[src/rtl/axi4s_packet_arbiter.sv]
// Packet-level round-robin arbiter: grants one byte-wide AXI4-Stream channel per
// tlast-delimited packet, optionally prefixing each packet with a channel-ID byte.
module axi4s_packet_arbiter #(
  parameter int          NUM_CH    = 4,
  parameter logic        INSERT_ID = 1'b1,
  parameter logic [7:0]  ID_BASE   = 8'h00,
  localparam int         CH_W      = (NUM_CH > 1) ? $clog2(NUM_CH) : 1
) (
  input  logic                aclk,
  input  logic                aresetn,
  input  logic [NUM_CH-1:0]   target_tvalid,
  output logic [NUM_CH-1:0]   target_tready,
  input  logic [8*NUM_CH-1:0] target_tdata,
  input  logic [NUM_CH-1:0]   target_tlast,
  output logic                initiator_tvalid,
  input  logic                initiator_tready,
  output logic [7:0]          initiator_tdata,
  output logic                initiator_tlast,
  output logic                busy,
  output logic [CH_W-1:0]     active_ch
);

  typedef enum logic {IDLE, FORWARD} state_t;

  localparam logic [CH_W:0] NUM_CH_W = (CH_W+1)'(NUM_CH);

  state_t          state_reg, state_next;
  logic [CH_W-1:0] ptr_reg, ptr_next;
  logic [CH_W-1:0] active_ch_reg, active_ch_next;
  logic            out_valid_reg, out_valid_next;
  logic [7:0]      out_data_reg, out_data_next;
  logic            out_last_reg, out_last_next;

  logic            free;
  logic            sel_found;
  logic [CH_W-1:0] sel_ch;
  logic [CH_W:0]   scan_idx;
  logic            beat_valid;
  logic            beat_last;
  logic [7:0]      beat_data;
  logic            beat_hs;

  assign free = !out_valid_reg || initiator_tready;

  // Scan from ptr downwards in priority so the lowest offset from ptr wins.
  always_comb begin
    sel_found = 1'b0;
    sel_ch    = '0;
    scan_idx  = '0;
    for (int i = NUM_CH - 1; i >= 0; i--) begin
      scan_idx = {1'b0, ptr_reg} + (CH_W+1)'(i);
      if (scan_idx >= NUM_CH_W) begin
        scan_idx = scan_idx - NUM_CH_W;
      end
      if (target_tvalid[scan_idx[CH_W-1:0]]) begin
        sel_found = 1'b1;
        sel_ch    = scan_idx[CH_W-1:0];
      end
    end
  end

  assign beat_valid = target_tvalid[active_ch_reg];
  assign beat_last  = target_tlast[active_ch_reg];
  assign beat_data  = target_tdata[{active_ch_reg, 3'b000} +: 8];
  assign beat_hs    = (state_reg == FORWARD) && free && beat_valid;

  always_comb begin
    target_tready = '0;
    if (state_reg == FORWARD) begin
      target_tready[active_ch_reg] = free;
    end
  end

  always_comb begin
    state_next     = state_reg;
    ptr_next       = ptr_reg;
    active_ch_next = active_ch_reg;
    out_valid_next = out_valid_reg;
    out_data_next  = out_data_reg;
    out_last_next  = out_last_reg;

    if (out_valid_reg && initiator_tready) begin
      out_valid_next = 1'b0;
    end

    case (state_reg)
      IDLE: begin
        if (sel_found && free) begin
          state_next     = FORWARD;
          active_ch_next = sel_ch;
          if (INSERT_ID) begin
            out_valid_next = 1'b1;
            out_data_next  = ID_BASE + 8'(sel_ch);
            out_last_next  = 1'b0;
          end
        end
      end
      FORWARD: begin
        if (beat_hs) begin
          out_valid_next = 1'b1;
          out_data_next  = beat_data;
          out_last_next  = beat_last;
          if (beat_last) begin
            state_next = IDLE;
            // Just-served channel drops to lowest priority.
            if ({1'b0, active_ch_reg} == NUM_CH_W - 1'b1) begin
              ptr_next = '0;
            end else begin
              ptr_next = active_ch_reg + 1'b1;
            end
          end
        end
      end
      default: state_next = IDLE;
    endcase
  end

  always_ff @(posedge aclk or negedge aresetn) begin
    if (!aresetn) begin
      state_reg     <= IDLE;
      ptr_reg       <= '0;
      active_ch_reg <= '0;
      out_valid_reg <= 1'b0;
      out_data_reg  <= 8'h00;
      out_last_reg  <= 1'b0;
    end else begin
      state_reg     <= state_next;
      ptr_reg       <= ptr_next;
      active_ch_reg <= active_ch_next;
      out_valid_reg <= out_valid_next;
      out_data_reg  <= out_data_next;
      out_last_reg  <= out_last_next;
    end
  end

  assign initiator_tvalid = out_valid_reg;
  assign initiator_tdata  = out_data_reg;
  assign initiator_tlast  = out_last_reg;
  assign busy             = (state_reg == FORWARD);
  assign active_ch        = active_ch_reg;

endmodule

[config.mk]
export PLATFORM = sky130hd
export DESIGN_NAME = axi4s_packet_arbiter
export DESIGN_NICKNAME = d
export VERILOG_FILES = /design/src/rtl/axi4s_packet_arbiter.sv
export SDC_FILE = /design/constraint.sdc
export NUM_CORES = 1
export LEC_CHECK = 0
export ABC_AREA = 1
export CORE_ASPECT_RATIO = 1.75
export CORE_MARGIN = 5
export CORE_UTILIZATION = 42
export CTS_BUF_LIST = sky130_fd_sc_hd__clkbuf_4 sky130_fd_sc_hd__clkbuf_8
export CTS_CLUSTER_SIZE = 28
export DETAILED_ROUTE_END_ITERATION = 16
export GPL_TIMING_DRIVEN = 0
export MAX_ROUTING_LAYER = met4
export PLACE_DENSITY = 0.81
export SKIP_LAST_GASP = 1
export SLEW_MARGIN = 40
export SYNTH_ARGS = -nofsm -noshare
export SYNTH_HDL_FRONTEND = slang
export SYNTH_SLANG_ARGS = --single-unit
export TNS_END_PERCENT = 10
[constraint.sdc]
create_clock -name aclk -period 1.9 [get_ports aclk]
set_clock_uncertainty 0.1 [all_clocks]
set_input_delay 0.38 -clock aclk [delete_from_list [all_inputs] [get_ports aclk]]
set_output_delay 0.38 -clock aclk [all_outputs]
set_load 0.005 [all_outputs]
; Word level (Yosys, flattened, before mapping)
; Cells that the tools add are included.
[word_totals]
register_bits = 15
latch_bits = 0
mem_bits_rw = 0
rom_bits = 0
inputBits = 43
out_inout_bits = 17
elab_cells = 82
n_memories = 0
[op_classes]
addsub = 8
multipliers = 0
div_mod_pow = 0
magnitude_cmp = 10
n_eq_ne = 3
shift = 1
n_mux = 42
bitwise_logic = 2
reduce_logical = 10
[op_table]
columns = operator, count
row1 = $shiftx 32x6->8, 1
row2 = $mux 1, 19
row3 = $mux 2, 9
row4 = $mux 8, 2
row5 = $pmux 8 s2, 1
row6 = $lt 2x3->1 const B, 5
row7 = $bmux 1 s2, 6
row8 = $ge 3x3->1 const B, 3
row9 = $sub 2x1->2 const B, 4
row10 = $add 2x2->3 const B, 2
row11 = $pmux 1 s2, 3
row12 = $logic_and 1x1->1, 5
row13 = $and 4x4->4, 1
row14 = $mux 4, 1
row15 = $reduce_and 2->1, 2
row16 = $add 2x1->3 const B, 1
row17 = $ge 2x3->1 const B, 1
row18 = $reduce_and 3->1, 1
row19 = $add 2x1->2 const B, 1
row20 = $demux 1 s2, 1
row21 = $eq 2x2->1 const B, 1
row22 = $ge 2x1->1 const B, 1
row23 = $ne 2x1->1 const B, 1
row24 = $ne 2x2->1 const B, 1
row25 = other kinds (3), 3

; Depth between registers and ports, before layout
[depth]
ltp_word = 12
depth_mapped = 13
ltp_nobuf = 12

; Worst setup path before layout
; OpenSTA, ideal clock, no wires.
[synth_timing]
kind = register to output
startpoint = reg active_ch_reg[0] (netlist: active_ch[0])
endpoint = out target_tready[2]
arrival_ps = 1212
required_ps = 1420
path_slack_ps = 208
path_stages_with_launch = 7
n_path_buf = 2
cell_sequence = dfrtp_1 inv_1 buf_2 buf_2 ha_1 nand2_1 nor2_1
[synth_via]
elab_chain_cells = 6
elab_cells_between_ends = 7
[synth_rtl]
columns = item, line_no
row1 = start: declaration, 29  ; logic [CH_W-1:0] active_ch_reg, active_ch_next;
row2 = start signal: assignment, 129  ; active_ch_reg <= active_ch_next;
row3 = $lt 2x3->1 (implied by the code) or $ge 2x1->1 (tied branches), 70  ; target_tready[active_ch_reg] = free;
row4 = $logic_and 1x1->1 (implied by the code), 70
row5 = $mux 1 (implied by the code), 70
row6 = $demux 1 s2 (*), 70
row7 = $and 4x4->4 (no source line) (*), n/a
row8 = $mux 4 (*), 69  ; if (state_reg == FORWARD) begin
row9 = end: declaration, 12  ; output logic [NUM_CH-1:0] target_tready,
; Mark *: on every way between the ends. The rest lies on a longest branch, timed or not.

; Final worst setup path
[layout_timing]
startpoint = reg active_ch_reg[0] (netlist: active_ch[0])
endpoint = out target_tready[3]
; Same word-level chain as after synthesis.

==> load_flow_metrics.sql <==
INSERT INTO impl_metrics (metric_group, metric, value, unit) VALUES
('status', 'outcome', 'finished, violations left', ''),
('status', 'failing_checks', 'negative setup slack', ''),
('power', 'vdd_ir_drop_max', '0.926', 'mV'),
('place', 'place_congestion', '0.874', ''),
('floorplan', 'die-area', '4190', 'um^2'),
('finish', 'final_layout_size_suffix_gt1_share', '16.6', '%'),
('global_route', 'grt_use_total', '21.2', '%'),
('finish', 'final.fill_count', '254', ''),
('sta', 'timing_max_transition_violations_final', '0', ''),
('clock_network', 'clock_tree_from_tritoncts', 'done', ''),
('place', 'dp_cells', '279', ''),
('clock_network', 'hold_buffers', '0', ''),
('finish', 'total_area_of_multi_input_combinational_cells', '759', 'um^2'),
('route', 'vias', '1555', ''),
('yosys', 'ys_types', '23', ''),
('route', 'antenna_violating_nets_post_route', '0', ''),
('clock_network', 'worst_skew_pair.late_latency', '250', 'ps'),
('sta', 'setup_violations', '1', ''),
('clock_network', 'htreeDepth', '1', ''),
('floorplan', 'floorplan.io_pins', '60', ''),
('critical_path', 'criticalPathCategory', 'register to primary output', ''),
('finish', 'area_growth', '62.4', '%'),
('sta', 'fmaxAchievable', '521', 'MHz'),
('yosys', 'synth.cell_area', '1240', 'um^2'),
('sta', 'max_slew.worst_pin.slew', '667', 'ps'),
('clock_network', 'cts_num_sinks', '15', ''),
('finish', 'final_cell_count_without_fillers', '293', ''),
('yosys', 'synth_cells', '192', ''),
('route', 'detail_route.vias_per_cell', '5.31', ''),
('global_route', 'grt_remaining_overflow', '0', ''),
('floorplan', 'placementRows', '26', ''),
('sta', 'timing.final.crit_share', '101', '%'),
('finish', 'final_core_utilization', '69.6', '%'),
('clock_network', 'worst_setup_hold_path_clk_slew', '60', 'ps'),
('route', 'post-route-drc-count', '0', ''),
('power', 'power.leakage', '1.00', 'nW'),
('route', 'drtPass1Iterations', '4', ''),
('sta', 'rsz0062_at_grt', 'yes', ''),
('sta', 'slew_headroom', '55.4', '%'),
('floorplan', 'dieWidth', '51.1', 'um'),
('sta', 'worst_hold_slack', '369', 'ps'),
('yosys', 'synthesis.nets', '239', ''),
('finish', 'max_ffs_per_register', '8', ''),
('critical_path', 'critPathArrivalTime', '1440', 'ps'),
('route', 'wire_per_inst', '14.1', 'um'),
('global_route', 'grt_pass1_vias', '1479', ''),
('place', 'post_dp_cell_area', '1870', 'um^2'),
('yosys', 'synth_seq_area_share', '30.2', '%'),
('finish', 'antennaDiodeCount', '0', ''),
('worst_hold_path', 'timing.hold.worst.class', 'register to register', ''),
('floorplan', 'die_height', '81.9', 'um'),
('finish', 'regArea', '379', 'um^2'),
('critical_path', 'endpoint_kind', 'primary output', ''),
('floorplan', 'design.core.area', '2900', 'um^2'),
('global_route', 'grt_max_degree', '16', ''),
('route', 'routed_wl', '4.13', 'mm'),
('critical_path', 'crit_path_max_fanout', '6', ''),
('critical_path', 'critical_path_required', '1420', 'ps'),
('place', 'buffer_ports.inserted', '59', ''),
('power', 'fin_total_pwr', '3.08', 'mW'),
('global_route', 'grt_first_pass_wirelength', '6.51', 'mm'),
('clock_network', 'cts_buffers', '3', ''),
('power', 'power_density_relative_to_cell_area', '1530', 'nW/um^2'),
('clock_network', 'cts-root-to-sink-buffers', '2', ''),
('place', 'hpwlAfterDp', '3.13', 'mm'),
('yosys', 'postSynthRegisterBits', '15', ''),
('yosys', 'post_synthesis_average_cell_area', '6.46', 'um^2'),
('sta', 'timing.final.crit_period', '1920', 'ps'),
('critical_path', 'critPathLaunchType', 'register', ''),
('sta', 'final-hold-violation-count', '0', ''),
('global_route', 'antenna_found_initial', '0', ''),
('finish', 'nets', '313', ''),
('floorplan', 'floorplan.initialDensity', '42.9', '%'),
('yosys', 'ys.warnings.count', '0', ''),
('finish', 'postLayoutCellArea', '2020', 'um^2'),
('route', 'drt-initial-drc-count', '40', ''),
('flow_run', 'timing.max_cap.violations', '0', ''),
('clock_network', 'cts_root_buf', 'sky130_fd_sc_hd__clkbuf_8', ''),
('sta', 'fin_ws', '-18.1', 'ps');
-- cells in the mapped netlist --
cell | instances | area share, %
sky130_fd_sc_hd__a21oi_1 | 16 | 6.5
sky130_fd_sc_hd__a221oi_1 | 7 | 4.9
sky130_fd_sc_hd__and2_1 | 2 | 1.0
sky130_fd_sc_hd__buf_2 | 6 | 2.4
sky130_fd_sc_hd__buf_6 | 2 | 1.8
sky130_fd_sc_hd__clkbuf_1 | 1 | 0.30
sky130_fd_sc_hd__clkinv_2 | 1 | 0.40
sky130_fd_sc_hd__dfrtp_1 | 15 | 30
sky130_fd_sc_hd__ha_1 | 4 | 4.0
sky130_fd_sc_hd__inv_1 | 11 | 3.3
sky130_fd_sc_hd__inv_2 | 1 | 0.30
sky130_fd_sc_hd__inv_4 | 1 | 0.50
sky130_fd_sc_hd__nand2_1 | 83 | 25
sky130_fd_sc_hd__nand2_2 | 4 | 2.0
sky130_fd_sc_hd__nand2_4 | 1 | 0.91
sky130_fd_sc_hd__nand3_1 | 9 | 3.6
sky130_fd_sc_hd__nand3_2 | 2 | 1.6
sky130_fd_sc_hd__nand3_4 | 1 | 1.4
sky130_fd_sc_hd__nor2_1 | 14 | 4.2
sky130_fd_sc_hd__nor2_2 | 1 | 0.50
sky130_fd_sc_hd__o21a_1 | 1 | 0.61
sky130_fd_sc_hd__o21ai_0 | 7 | 2.8
sky130_fd_sc_hd__o221ai_1 | 2 | 1.4
-- metrics by stage --
step	TNS, ps	setup slack, ps
floorplan	0	208
global placement	-2920	-508
detailed placement	-3380	-494
CTS	-63.6	-26.1
global route	-359	-67.9
finish	-18.1	-18.1
-- worst max-delay path: stages, from the launching register on --
cell                            delay, ps
sky130_fd_sc_hd__dfrtp_2              430
sky130_fd_sc_hd__buf_4                170
sky130_fd_sc_hd__ha_1                 220
sky130_fd_sc_hd__nand2_1               80
sky130_fd_sc_hd__nor2_1                40
sky130_fd_sc_hd__dlygate4sd2_1        260
-- where the power goes --
group	switching, mW	internal, mW
Clock	0.112	0.145
Combinational	1.21	1.03
Sequential	0.106	0.478
-- layer usage --
metal	share of wire [%]	track usage, %	wire (um)	vias up
li1	-	-	-	769
met1	34	21.4	1410	693
met2	55	39.4	2280	75
met3	5.3	2.90	218	18
met4	5.3	9.97	219	0
met5	0	-	0	-
-- cell families (layout without fill, tap and decap cells) --
kind of cell / after synthesis / in the layout / share of synthesized area [%]
AND/OR/NAND/NOR: 117 / 117 / 40.4
adder cells (fa/ha/maj): 4 / 4 / 4.03
AO/OA/AOI/OAI: 33 / 33 / 16.2
buffers and inverters: 23 / 96 / 9.07
flip-flops: 15 / 15 / 30.2
-- layout by cell type (no fill, tap or decap), types with 3 or more instances in the layout --
| cell | count |
|---|---|
| sky130_fd_sc_hd__a21oi_1 | 16 |
| sky130_fd_sc_hd__a221oi_1 | 6 |
| sky130_fd_sc_hd__buf_2 | 5 |
| sky130_fd_sc_hd__buf_4 | 9 |
| sky130_fd_sc_hd__buf_6 | 5 |
| sky130_fd_sc_hd__clkbuf_8 | 3 |
| sky130_fd_sc_hd__clkdlybuf4s50_1 | 55 |
| sky130_fd_sc_hd__dfrtp_1 | 12 |
| sky130_fd_sc_hd__dfrtp_2 | 3 |
| sky130_fd_sc_hd__ha_1 | 4 |
| sky130_fd_sc_hd__inv_1 | 8 |
| sky130_fd_sc_hd__inv_2 | 4 |
| sky130_fd_sc_hd__nand2_1 | 83 |
| sky130_fd_sc_hd__nand2_2 | 4 |
| sky130_fd_sc_hd__nand3_1 | 9 |
| sky130_fd_sc_hd__nor2_1 | 14 |
| sky130_fd_sc_hd__o21ai_0 | 7 |
-- worst paths after layout --
kind	from	end	slack, ps	cells after the start
max in group asynchronous	aresetn	active_ch[1]	790	1
min in group asynchronous	aresetn	ptr_reg[1]	440	1
worst max-delay path	active_ch[0]	target_tready[3]	-20	5
worst min-delay path	initiator_tdata[2]	initiator_tdata[2]	370	2
worst min register to register	initiator_tdata[2]	initiator_tdata[2]	370	2
worst max register to register	active_ch[0]	initiator_tdata[3]	150	7
-- what timing repair did --
action,CTS,global route
buffers inserted,8,2
pin swaps,1,1
hold endpoints to repair,0,0
resized for setup,24,3
endpoints found under the setup margin,5,16
gates cloned,0,0
-- final cells by class --
class,count,share of cell area (%)
clock buffer,3,2.05
tap,28,1.74
buffer,9,4.10
clock inverter,1,0.248
multi-input combinational,154,37.7
sequential,15,18.8
inverter,14,2.79
timing repair buffer,69,32.6
Power figures use the tool's default switching activity.
